[src/rtl/inport_sampler.sv]
// Synchronises and debounces switches/keys into the 16-bit inport word; optional key-press latch via INPORT_KEY_LATCH_EN.
// Latency SYNC_STAGES+DEBOUNCE_CYCLES+1 edges from pin to inport_export; no backpressure, outputs are plain levels/pulses.
module inport_sampler #(
    parameter int NUM_SW          = 12,
    parameter int NUM_KEY         = 4,
    parameter int DEBOUNCE_CYCLES = 50000,
    parameter int SYNC_STAGES     = 2
) (
    input  logic               clk,
    input  logic               reset,
    input  logic [NUM_SW-1:0]  raw_sw,
    input  logic [NUM_KEY-1:0] raw_key,
    input  logic [NUM_KEY-1:0] event_clr,
    output logic [15:0]        inport_export,
    output logic [NUM_KEY-1:0] key_press
);

    localparam int NUM_CH = NUM_SW + NUM_KEY;
    localparam int CW     = $clog2(DEBOUNCE_CYCLES);
    localparam logic [CW-1:0] CNT_MAX = CW'(DEBOUNCE_CYCLES - 1);

    generate
        if (NUM_CH != 16) begin : g_bad_width
            $error("inport_sampler: NUM_SW + NUM_KEY must equal 16");
        end
        if (DEBOUNCE_CYCLES < 2) begin : g_bad_debounce
            $error("inport_sampler: DEBOUNCE_CYCLES must be at least 2");
        end
        if (SYNC_STAGES < 2) begin : g_bad_sync
            $error("inport_sampler: SYNC_STAGES must be at least 2");
        end
    endgenerate

    logic [SYNC_STAGES-1:0][NUM_SW-1:0]  sw_sync;
    logic [SYNC_STAGES-1:0][NUM_KEY-1:0] key_sync;
    logic [NUM_CH-1:0]                   lvl;
    logic [NUM_CH-1:0]                   db;
    logic [NUM_CH-1:0][CW-1:0]           cnt;
    logic [NUM_KEY-1:0]                  db_key;
    logic [NUM_KEY-1:0]                  db_key_d;
    logic [NUM_KEY-1:0]                  press_now;
    logic [NUM_KEY-1:0]                  key_bits;

    // Key synchronisers reset to 1 so the pins read as released.
    always_ff @(posedge clk) begin
        if (reset) begin
            sw_sync  <= '0;
            key_sync <= '1;
        end else begin
            sw_sync  <= {sw_sync[SYNC_STAGES-2:0], raw_sw};
            key_sync <= {key_sync[SYNC_STAGES-2:0], raw_key};
        end
    end

    assign lvl = {~key_sync[SYNC_STAGES-1], sw_sync[SYNC_STAGES-1]};

    always_ff @(posedge clk) begin
        if (reset) begin
            db  <= '0;
            cnt <= '0;
        end else begin
            for (int i = 0; i < NUM_CH; i++) begin
                if (lvl[i] == db[i]) begin
                    cnt[i] <= '0;
                end else if (cnt[i] == CNT_MAX) begin
                    db[i]  <= lvl[i];
                    cnt[i] <= '0;
                end else begin
                    cnt[i] <= cnt[i] + 1'b1;
                end
            end
        end
    end

    assign db_key    = db[NUM_CH-1:NUM_SW];
    assign press_now = db_key & ~db_key_d;

    always_ff @(posedge clk) begin
        if (reset) begin
            db_key_d  <= '0;
            key_press <= '0;
        end else begin
            db_key_d  <= db_key;
            key_press <= press_now;
        end
    end

`ifdef INPORT_KEY_LATCH_EN
    logic [NUM_KEY-1:0] key_latch;

    // Set has priority over clear so a press coinciding with a clear is kept.
    always_ff @(posedge clk) begin
        if (reset) begin
            key_latch <= '0;
        end else begin
            key_latch <= (key_latch & ~event_clr) | press_now;
        end
    end

    assign key_bits = key_latch;
`else
    logic unused_event_clr;

    assign unused_event_clr = ^event_clr;
    assign key_bits         = db_key;
`endif

    always_ff @(posedge clk) begin
        if (reset) begin
            inport_export <= 16'h0000;
        end else begin
            inport_export <= {key_bits, db[NUM_SW-1:0]};
        end
    end

endmodule

[config.mk]
export PLATFORM = sky130hd
export DESIGN_NAME = inport_sampler
export DESIGN_NICKNAME = d
export VERILOG_FILES = /design/src/rtl/inport_sampler.sv
export SDC_FILE = /design/constraint.sdc
export NUM_CORES = 1
export LEC_CHECK = 0
export ABC_CLOCK_PERIOD_IN_PS = 2800
export CELL_PAD_IN_SITES_DETAIL_PLACEMENT = 0
export CELL_PAD_IN_SITES_GLOBAL_PLACEMENT = 1
export CORE_MARGIN = 4
export CORE_UTILIZATION = 51
export DETAILED_ROUTE_END_ITERATION = 10
export PLACE_DENSITY = 0.9
export SLEW_MARGIN = 30
export SYNTH_ARGS = -nofsm -noshare
export SYNTH_HDL_FRONTEND = slang
export SYNTH_SLANG_ARGS = --single-unit
[constraint.sdc]
create_clock -name clk -period 2.8 [get_ports clk]
set_input_delay 0.28 -clock clk [delete_from_list [all_inputs] [get_ports clk]]
set_output_delay 0.28 -clock clk [all_outputs]
set_load 0.1 [all_outputs]
==> flow_summary.json <==
{
  "status": "finished, final reports clean",
  "cp-end-kind": "flip-flop",
  "path_cells": "or4b_1, nor4_1, or2_1, nor2_1",
  "irDropWorstVdd_uv": 640.5,
  "place.gp.congestion": 0.7891,
  "drc": 0,
  "port_buffers": 37,
  "grt_start_max_net_pins": 55,
  "viasPerCell": 5.204,
  "critical_path.max_fanout": 15,
  "relSlewSlack": 0.6015,
  "synth_area_leaders": "dfxtp_1 (48%), xnor2_1 (12%), nor2_1 (8.1%)",
  "dpl.cell_count": 1828,
  "die-area_sq_um": 29080,
  "synthesis.nets": 1521,
  "post_dp_cell_area_sq_um": 14060,
  "whs_path_depth": 2,
  "htree_levels": 2,
  "final_cells": 1896,
  "root_buffer": "clkbuf_16",
  "power_leakage_nw": 4.683,
  "area_growth_pct": 14.28,
  "fin_crit_sh": 0.7235,
  "clk_pin_slew_ns": 0.06,
  "wl_per_cell_um": 12.10,
  "clock_latency_ns": 0.51,
  "die_w_um": 170.5,
  "grt_overflow_total": 0,
  "holdBufCountCts": 0,
  "max_freq_mhz": 493.7,
  "synth_cell_types": 50,
  "r2r-end": "cnt[117]",
  "powerDensity_nw_per_um2": 640.5,
  "pre_cts_slack_ns": 0.7638,
  "p_total_mw": 9.862,
  "antenna_found_initial": 0,
  "nNetsFinal": 1570,
  "path_buf_inv": 0,
  "drt_iter0_markers": 556,
  "r2r_setup_slack_ns": 0.77,
  "clock_sinks": 324,
  "core_area_sq_um": 26060,
  "startpoint_type": "flip-flop",
  "hold_viol_final": 0,
  "critPathMaxStageDelay_ns": 0.52,
  "synth_cells": 1483,
  "synth_top_cell_area_share": 0.4815,
  "ant_nets": 0,
  "drt_first_pass_iters": 5,
  "ys_seq_area_frac": 0.4815,
  "hp-start": "reset",
  "worstReg2RegStart": "cnt[119]",
  "synth-main-ff-cell": "dfxtp_1",
  "syn_area_sq_um": 13470,
  "die_h_um": 170.5,
  "cts_setup_buffers": 0,
  "timing.final.ws_setup_ns": 0.7743,
  "critPathSlowestCell": "or4b_1",
  "hold_path_end": "db[10]",
  "num-fill-cells": 2287,
  "min_period_ns": 2.026,
  "num_antenna_cells": 0,
  "hold_path_class": "in -> reg",
  "fin_area_sq_um": 15400,
  "synth-async-reset-ratio": 0,
  "fin_skew_ns": 0.009333,
  "ioPinCount": 42,
  "grt_usage": 0.1611,
  "tightest_slew_ns": 0.5977,
  "rr_worst_depth": 4,
  "cts_buffers": 37,
  "slew_violations": 0,
  "critical_path.top_delay_family": "simple AND/OR/NAND/NOR gates",
  "grt_pass1_wl_um": 41590,
  "cts_tree": "yes",
  "grt_pass1_vias": 9417,
  "rsz0062_at_grt": "false",
  "critPathKind": "reg -> reg",
  "crit_arrival_ns": 2.40,
  "ys_seq_elements": 324,
  "cts_resized": 0,
  "holdWs_ns": 0.2429,
  "clk_path_buf_depth": 3,
  "hpwlAfterDp_um": 15120,
  "drv_cap": 0,
  "synth_edf_count": 0,
  "initial_utilization": 0.5170,
  "yosys.area.top_type": "dfxtp_1",
  "critPathRequiredTime_ns": 3.17,
  "wirelength_um": 22930,
  "num_rows": 59,
  "avgSynthCellArea_sq_um": 9.084,
  "utilization": 0.5908,
  "finalSetupViolCount": 0,
  "yosys_warnings": 0,
  "final_layout_size_suffix_gt1_frac": 0.08136,
  "vias": 9866,
  "setup_tns_ns": 0
}
==> synth_stat cells (19+ instances only) <==
cell type	n
nand3_1	82
nor2b_1	50
dfxtp_1	324
inv_1	46
nor2_1	289
nand2_1	61
nor3_1	63
clkbuf_1	19
xor2_1	42
nor4_1	63
nand4_1	69
xnor2_1	185
==> cells by family (layout without fill, tap and decap cells) <==
| kind of cell | count (synthesis) | in the layout | share of synthesized area |
|---|---|---|---|
| xor+xnor | 227 | 227 | 0.1476 |
| buf+inv | 80 | 158 | 0.02796 |
| flops | 324 | 324 | 0.4815 |
| compound gates | 35 | 35 | 0.01607 |
| simple gates | 789 | 789 | 0.3027 |
| fa+ha+maj | 16 | 16 | 0.01486 |
| mux | 12 | 12 | 0.009380 |
==> worst reg2reg max path: cells and delay by family (launching register included) <==
family	cells	cell delay [ns]
and+or+nand+nor	4	1.56
DFF	1	0.35
==> metal layers <==
layer / up-vias / wire, um / track usage / share of wire
li1: 5172 / - / - / -
met1: 4538 / 11210 / 0.2135 / 0.49
met2: 115 / 10380 / 0.2711 / 0.45
met3: 41 / 901 / 0.03096 / 0.039
met4: 0 / 442 / 0.04306 / 0.019
met5: - / 0 / 0 / 0
==> worst max path at each step <==
| stage | startpoint | to | slack, ns | depth (start not counted) |
|---|---|---|---|---|
| 6_report | cnt[119] | cnt[117] | 0.77 | 4 |
| 5_1_grt | cnt[192] | cnt[199] | 0.56 | 5 |
| 4_1_cts | cnt[192] | cnt[207] | 0.75 | 5 |
| 3_5_place_dp | cnt[192] | cnt[207] | 0.76 | 5 |
| 3_3_place_gp | cnt[119] | cnt[118] | 0.75 | 4 |
| 2_1_floorplan | cnt[43] | cnt[45] | 1.04 | 5 |
==> flip-flops by register name, indices dropped and copies added, names as in the netlist <==
signal	flops
lvl	12
key_sync	8
db_key_d	4
inport_export	12
db	16
sw_sync	12
cnt	256
key_press	4
==> report_power, final <==
part	switching [mW]	internal, mW	leakage [nW]
combinational	0.0627	0.0502	1.41
clock	1.82	3.27	0.654
sequential	0.0155	4.64	2.62
total	1.90	7.96	4.68
==> placed cells by master (no fill, tap or decap), types with 28 or more instances in the layout <==
cell       Yosys  layout
dfxtp_1      324     324
nor2_1       289     289
xnor2_1      185     185
nand3_1       82      82
nand4_1       69      69
nor4_1        63      63
nor3_1        63      63
nand2_1       61      61
nor2b_1       50      50
inv_1         46      46
xor2_1        42      42
clkbuf_16      0      39
buf_4          3      28
==> final cells by class <==
class,count,area [sq um],area share
well taps,335,419.2,0.02722
inverters,46,172.7,0.01121
clock buffers,54,1132,0.07355
multi-input cells,1079,6609,0.4293
clock inverters,14,206.4,0.01341
repair buffers,44,370.4,0.02406
flip-flops and latches,324,6486,0.4213
Power figures use the tool's default switching activity.
